File: config.mk
export PLATFORM = sky130hd
export DESIGN_NAME = ws2812_frame_tx
export DESIGN_NICKNAME = d
export VERILOG_FILES = /design/src/rtl/ws2812_frame_tx.sv
export SDC_FILE = /design/constraint.sdc
export NUM_CORES = 1
export LEC_CHECK = 0
export ABC_CLOCK_PERIOD_IN_PS = 8000
export CAP_MARGIN = 5
export CORE_ASPECT_RATIO = 1.5
export CORE_MARGIN = 2
export CORE_UTILIZATION = 45
export CTS_CLUSTER_SIZE = 12
export DETAILED_ROUTE_END_ITERATION = 10
export RECOVER_POWER = 25
export SLEW_MARGIN = 20
export SYNTH_ARGS = -nofsm -noshare
export SYNTH_HDL_FRONTEND = slang
export SYNTH_SLANG_ARGS = --single-unit
File: constraint.sdc
create_clock -name clk -period 8 [get_ports clk]
set_clock_uncertainty 0.15 [all_clocks]
set_input_delay 0.8 -clock clk [delete_from_list [all_inputs] [get_ports clk]]
set_output_delay 0.8 -clock clk [all_outputs]
set_load 0.05 [all_outputs]
File: src/rtl/ws2812_frame_tx.sv
`timescale 1ns/1ps
// ws2812_frame_tx
// Continuously refreshes a chain of WS2812 pixels from an internal store of
// 24-bit colour words. Each frame sends every pixel, starting with pixel 0.
// Each word is sent bit 23 first. A low latch gap follows every frame.
// CPU writes update the store at any time. A pixel's word is copied into
// the shift register when that pixel starts, so a write shows up on the line
// in the first frame that loads that pixel after the write.
//
// Ports
//   clk         system clock
//   reset       asynchronous, active-high reset
//   write       1-cycle strobe: store rgb_data at pixel led_num
//   led_num     pixel index; indices >= NUM_LEDS are dropped
//   rgb_data    colour word, bit 23 sent first
//   data        registered serial line to the first WS2812 DIN
//   busy        1 while pixel bits are on the line, 0 during the latch gap
//   frame_done  1-cycle pulse on the first cycle of each latch gap
module ws2812_frame_tx #(
    parameter int NUM_LEDS     = 7,
    parameter int T0H_CYCLES   = 4,
    parameter int T1H_CYCLES   = 8,
    parameter int BIT_CYCLES   = 15,
    parameter int LATCH_CYCLES = 3600
) (
    input  logic        clk,
    input  logic        reset,
    input  logic        write,
    input  logic [7:0]  led_num,
    input  logic [23:0] rgb_data,
    output logic        data,
    output logic        busy,
    output logic        frame_done
);

    localparam int PIX_W = (NUM_LEDS > 1) ? $clog2(NUM_LEDS) : 1;
    localparam int PH_W  = $clog2(BIT_CYCLES);
    localparam int LAT_W = (LATCH_CYCLES > 1) ? $clog2(LATCH_CYCLES) : 1;

    localparam logic [PIX_W-1:0] LAST_PIX = PIX_W'(NUM_LEDS - 1);
    localparam logic [LAT_W-1:0] LAT_LAST = LAT_W'(LATCH_CYCLES - 1);
    localparam logic [PH_W-1:0]  PH_LAST  = PH_W'(BIT_CYCLES - 1);
    localparam logic [PH_W-1:0]  T0H_LAST = PH_W'(T0H_CYCLES - 1);
    localparam logic [PH_W-1:0]  T1H_LAST = PH_W'(T1H_CYCLES - 1);

    typedef enum logic [1:0] {
        ST_LATCH = 2'd0,
        ST_HIGH  = 2'd1,
        ST_LOW   = 2'd2
    } state_t;

    state_t             state_reg, state_next;
    logic [LAT_W-1:0]   latch_cnt_reg;
    logic [PH_W-1:0]    phase_reg;      // cycle within the current bit
    logic [4:0]         bit_cnt_reg;    // bits still to send after this one
    logic [PIX_W-1:0]   pix_idx_reg;
    logic [23:0]        shift_reg;
    logic               data_reg, data_next;
    logic               frame_done_reg, frame_done_next;

    // ---------------- pixel store ----------------
    logic               wr_hit;
    logic [23:0]        pixel_word [NUM_LEDS];
    logic [PIX_W-1:0]   load_idx;
    logic [23:0]        load_word;

    assign wr_hit = write && ({1'b0, led_num} < 9'(NUM_LEDS));

    genvar gi;
    generate
        for (gi = 0; gi < NUM_LEDS; gi++) begin : g_pix
            logic [23:0] word_reg;
            always_ff @(posedge clk or posedge reset) begin
                if (reset) begin
                    word_reg <= '0;
                end else if (wr_hit && (led_num == 8'(gi))) begin
                    word_reg <= rgb_data;
                end
            end
            assign pixel_word[gi] = word_reg;
        end
    endgenerate

    // Leaving LATCH always starts pixel 0; otherwise a pixel load is the next one.
    assign load_idx  = (state_reg == ST_LATCH) ? '0 : pix_idx_reg + PIX_W'(1);
    assign load_word = pixel_word[load_idx];

    // ---------------- FSM: state register ----------------
    always_ff @(posedge clk or posedge reset) begin
        if (reset) begin
            state_reg <= ST_LATCH;
        end else begin
            state_reg <= state_next;
        end
    end

    // ---------------- FSM: next state ----------------
    always_comb begin
        state_next = state_reg;
        case (state_reg)
            ST_LATCH: begin
                if (latch_cnt_reg == LAT_LAST) begin
                    state_next = ST_HIGH;
                end
            end
            ST_HIGH: begin
                if (phase_reg == (shift_reg[23] ? T1H_LAST : T0H_LAST)) begin
                    state_next = ST_LOW;
                end
            end
            ST_LOW: begin
                if (phase_reg == PH_LAST) begin
                    if ((bit_cnt_reg != 5'd0) || (pix_idx_reg != LAST_PIX)) begin
                        state_next = ST_HIGH;
                    end else begin
                        state_next = ST_LATCH;
                    end
                end
            end
            default: state_next = ST_LATCH;
        endcase
    end

    // ---------------- FSM: outputs ----------------
    // data and frame_done are computed from the next state and registered,
    // so they line up exactly with the state they describe.
    always_comb begin
        data_next       = (state_next == ST_HIGH);
        frame_done_next = (state_reg == ST_LOW) && (state_next == ST_LATCH);
        busy            = (state_reg != ST_LATCH);
    end

    assign data       = data_reg;
    assign frame_done = frame_done_reg;

    // ---------------- counters, shift register, output registers ----------------
    logic start_bit;
    assign start_bit = (state_next == ST_HIGH) && (state_reg != ST_HIGH);

    always_ff @(posedge clk or posedge reset) begin
        if (reset) begin
            latch_cnt_reg  <= '0;
            phase_reg      <= '0;
            bit_cnt_reg    <= '0;
            pix_idx_reg    <= '0;
            shift_reg      <= '0;
            data_reg       <= 1'b0;
            frame_done_reg <= 1'b0;
        end else begin
            data_reg       <= data_next;
            frame_done_reg <= frame_done_next;

            if ((state_reg == ST_LATCH) && (state_next == ST_LATCH)) begin
                latch_cnt_reg <= latch_cnt_reg + LAT_W'(1);
            end else begin
                latch_cnt_reg <= '0;
            end

            if (start_bit || (state_next == ST_LATCH)) begin
                phase_reg <= '0;
            end else begin
                phase_reg <= phase_reg + PH_W'(1);
            end

            if (start_bit) begin
                if ((state_reg == ST_LOW) && (bit_cnt_reg != 5'd0)) begin
                    shift_reg   <= {shift_reg[22:0], 1'b0};
                    bit_cnt_reg <= bit_cnt_reg - 5'd1;
                end else begin
                    // The store is read here, so a write landing on this same
                    // edge is seen only by the next frame.
                    shift_reg   <= load_word;
                    bit_cnt_reg <= 5'd23;
                    pix_idx_reg <= load_idx;
                end
            end
        end
    end

endmodule
# After elaboration in Yosys (flattened, before gate mapping)
# Cells that the tools add are included.
# classes
muxes	14
n_eq_ne	14
n_addsub	4
magnitude_cmp	2
reduce_logical	20
bitwise	2
# ops
cell	count
$bmux W24 S3	1
$mux W24	3
$eq A8 B3 Y1 const B	3
$eq A8 B2 Y1 const B	2
$add A12 B1 Y12 const B	1
$eq A12 B12 Y1 const B	1
$logic_and A1 B1 Y1	12
$mux W12	1
$eq A8 B1 Y1 const B	1
$logic_not A8 Y1	1
$lt A8 B3 Y1 const B	1
$mux W2	3
$mux W3	2
$pmux W2 S3	1
$mux W5	1
$reduce_bool A5 Y1	1
$sub A5 B1 Y5 const B	1
$add A4 B1 Y4 const B	1
$eq A2 B1 Y1 const B	2
$eq A4 B3 Y1	1
$eq A4 B4 Y1 const B	1
$ge A4 B4 Y1 const B	1
$logic_not A2 Y1	2
$mux W4	1
other kinds (10)	11
# totals
elab_cells	71
register_bits	220

# Depth between registers and ports, before layout
# logic_depth
word_depth	9
depth_mapped	11
mapped_depth_nobuf	7

# Worst setup path after synthesis
# No wires, ideal clock.
# synth_path
path_type	register to register
from	reg pix_idx_reg[0]
to	reg shift_reg[11]
path_slack_ns	5.544
t_arrival_ns	2.176
stages_incl_launch_ff	11
cell_sequence	dfrtp_1 -> buf_2 -> inv_1 -> clkbuf_1 -> ha_1 -> clkbuf_1 -> clkbuf_1 -> clkbuf_1 -> a211oi_1 -> a211oi_1 -> o21ai_0
# synth_via
elab_chain_len	7
elab_cells_between_ends	14
# synth_lines
element	line	rtl
from (decl)	56	logic [PIX_W-1:0] pix_idx_reg;
from (signal assigned)	174	pix_idx_reg <= load_idx;
$add A3 B1 Y3 or $ne A3 B3 Y1 (tied branches)	85, 113	
$mux W3 or $logic_or A1 B1 Y1 (tied branches)	85, 113	
$not A3 Y4 (not written as such) or $mux W1 (tied branches)	86, 113	
$bmux W24 S3 or $mux W2 (tied branches)	86, 112	
$mux W24 (not written as such) or $pmux W2 S3 (tied branches)	86, 100	
$mux W24 (not written as such) or $eq A2 B1 Y1 (tied branches)	86, 138	
$mux W24 or $logic_and A1 B1 Y1 (tied branches)	166, 138	
to (signal assigned)	167	shift_reg <= {shift_reg[22:0], 1'b0};
to (signal assigned)	172	shift_reg <= load_word;
to (decl)	57	logic [23:0] shift_reg;
# Parallel ways exist; a longest one is shown, timed or not. The select of a mux whose other input is x is not followed.
# A chain may end at the register's enable or synchronous reset.

==> impl_metrics.py <==
metrics = {
    "clocking": {
        "htreeDepth": 1,
        "cts_sinks": 220,
        "postCtsSetupRepairBufs": 0,
        "clockRootBuffer": "clkbuf_16",
        "cts_resized": 0,
        "cts_buffer_depth": 3,
        "cts_tree": "yes",
        "clk_latency_ps": 510,
        "cts_buffers": 24,
        "clk_pin_slew_ps": 60,
        "ctsHoldBuffers": 0,
    },
    "die": {
        "fp.dieH_um": 190,
        "start_util_pct": 45.4,
        "fp.dieW_um": 128,
        "rows": 68,
        "io_pins": 38,
        "coreArea_um2": 22900,
        "die_area_um2": 24300,
    },
    "placed_design": {
        "place_hpwl_um": 15000,
        "place_congestion": 0.811,
        "portBuffers": 37,
        "placed_cell_area_um2": 11000,
    },
    "grt": {
        "grt_pass1_vias": 7187,
        "grt_pass1_wl_um": 40100,
        "grt_overflow": 0,
        "grt_use_total_pct": 21.0,
        "antenna_found_initial": 0,
        "grt_max_degree": 94,
    },
    "yosys": {
        "ys_types": 53,
        "async_flop_share_pct": 100,
        "synth.net_count": 925,
        "synth_flop_cell": "dfrtp_1",
        "synth.avg_cell_area_um2": 11.8,
        "synthesis.area_um2": 10400,
        "synth_edf_count": 0,
        "ys_seq_area_share_pct": 53.0,
        "synth_top_cell_area_share_pct": 53.0,
        "synth.most_common_cell": "dfrtp_1",
        "synth_seq_cells": 220,
        "synth_area_leaders": "dfrtp_1, mux2_2, o21ai_0, mux2_4, nand2_1",
        "synth-warning-count": 0,
        "syn_inst": 883,
        "synth_common_cells": "dfrtp_1, mux2_2, o21ai_0",
        "yosysTopAreaCell": "dfrtp_1",
    },
    "finish": {
        "antenna_cells": 0,
        "area_growth_pct": 12.3,
        "post_route_cells_drive_above_1_share_pct": 26.3,
        "nNetsFinal": 940,
        "largest_register_ffs": 168,
        "stdcell_area_um2": 11700,
    },
    "worst_setup_path": {
        "critPathArrivalTime_ps": 4720,
        "path_max_fanout": 93,
        "crit_required_ps": 8380,
        "cp-start-kind": "primary input",
        "cp-end-kind": "asynchronous set/reset pin",
        "crit_type": "primary input to asynchronous set/reset pin",
    },
    "routing": {
        "drcViolationCount": 0,
        "initialDrtViolationCount": 296,
        "via_per_inst": 5.81,
        "vias": 6903,
        "drtPass1Iterations": 5,
        "wl_per_cell_um": 20.8,
        "drtAntennaViolNets": 0,
        "finalWirelength_um": 24700,
    },
    "timing": {
        "slew_headroom_pct": -177,
        "finalSetupTns_ps": 0,
        "finalHoldViolCount": 0,
        "period_needed_ps": 4340,
        "worstMarginPinSlew_ps": 4130,
        "period_share_pct": 54.2,
        "slew_viol_final": 149,
        "setup_viol": 0,
        "rsz0062_at_grt": "false",
        "clock.fmax_mhz": 231,
    },
    "job": {
        "drv_cap": 3,
    },
    "min_path": {
        "min_path_type": "flop to flop",
    },
    "run_status": {
        "status": "complete, but fails checks",
        "violations": "max-capacitance violations, max-slew violations",
    },
    "power": {
        "p_leak_uw": 0.00537,
        "p_per_area_nw_per_um2": 200,
        "vdd_drop_max_mv": 0.161,
    },
}
[power breakdown]
group | leakage (uW) | switching (uW) | internal (uW)
Sequential | 0.00300 | 20.5 | 1150
Clock | 0.000358 | 431 | 608
Combinational | 0.00200 | 59.5 | 61.3
[metrics by stage]
step / total power (uW) / setup WS (ps) / hold slack, ps / cells / util, %
4_1_cts: 2360 / 3770 / 303 / 1189 / 51.1
3_5_place_dp: 1320 / 4060 / 295 / 1152 / 47.9
3_3_place_gp: 1320 / 4120 / 285 / 1152 / 47.9
2_1_floorplan: 1270 / 1030 / 274 / 883 / -
5_1_grt: 2430 / 2820 / 334 / 1189 / 51.0
6_report: 2330 / 3660 / 297 / 1189 / 51.0
[layout make-up]
cell class | instances | area, um2
clock buffers | 35 | 713
inverters | 13 | 50.0
repair buffers | 53 | 483
clock inverters | 2 | 10.0
multi-input cells | 586 | 4560
flip-flops and latches | 220 | 5510
well taps | 280 | 350
fillers | 2047 | 11200
[worst paths after layout]
check / start / end / slack, ps / cells after the start
max: reset / g_pix[6].word_reg[12] / 3660 / 3
min: latch_cnt_reg[0] / latch_cnt_reg[0] / 300 / 1
max reg2reg: pix_idx_reg[0] / shift_reg[16] / 4060 / 8
min reg2reg: latch_cnt_reg[0] / latch_cnt_reg[0] / 300 / 1
max in group clk: state_reg[0] / busy / 3760 / 3
min in group asynchronous: reset / g_pix[1].word_reg[13] / 1830 / 2
[layout by cell type (no fill, tap or decap), drive strengths merged, types with 5 or more instances in the layout]
| master | netlist | final |
|---|---|---|
| a2111oi | 5 | 5 |
| a211oi | 23 | 23 |
| a21oi | 24 | 24 |
| a221oi | 10 | 10 |
| a22o | 12 | 12 |
| a31oi | 5 | 5 |
| and3 | 7 | 7 |
| buf | 30 | 14 |
| clkbuf | 34 | 37 |
| clkdlybuf4s50 | 0 | 35 |
| dfrtp | 220 | 220 |
| ha | 7 | 7 |
| inv | 13 | 12 |
| mux2 | 181 | 181 |
| mux2i | 17 | 17 |
| nand2 | 64 | 64 |
| nand3 | 9 | 9 |
| nor2 | 46 | 46 |
| nor3 | 9 | 9 |
| o21ai | 92 | 92 |
| o22ai | 12 | 12 |
| o2bb2ai | 12 | 12 |
| o31ai | 8 | 8 |
| xnor2 | 7 | 7 |
| xor2 | 8 | 8 |
[per-layer routing]
layer  GRT usage (%)  routed length, um  vias up
li1                -                  -     3226
met3            2.14                908       35
met1            26.1              10300     3508
met2            38.9              13100      134
met5               0                  0        -
met4            4.86                416        0
[cell families (layout without fill, tap and decap cells)]
logic type | count (synthesis) | after routing | synth area share (%)
mux | 198 | 198 | 22.0
simple gates | 156 | 156 | 6.82
fa+ha+maj | 7 | 7 | 0.843
flops | 220 | 220 | 53.0
xor+xnor | 15 | 15 | 1.26
compound gates | 210 | 210 | 12.7
buf+inv | 77 | 103 | 3.42
[worst max-delay path, cell delays in order]
cell and delay (ps):
dlygate4sd3_1 550, clkinvlp_2 2290, buf_4 960
No activity file was read; power rests on OpenSTA's default activity.
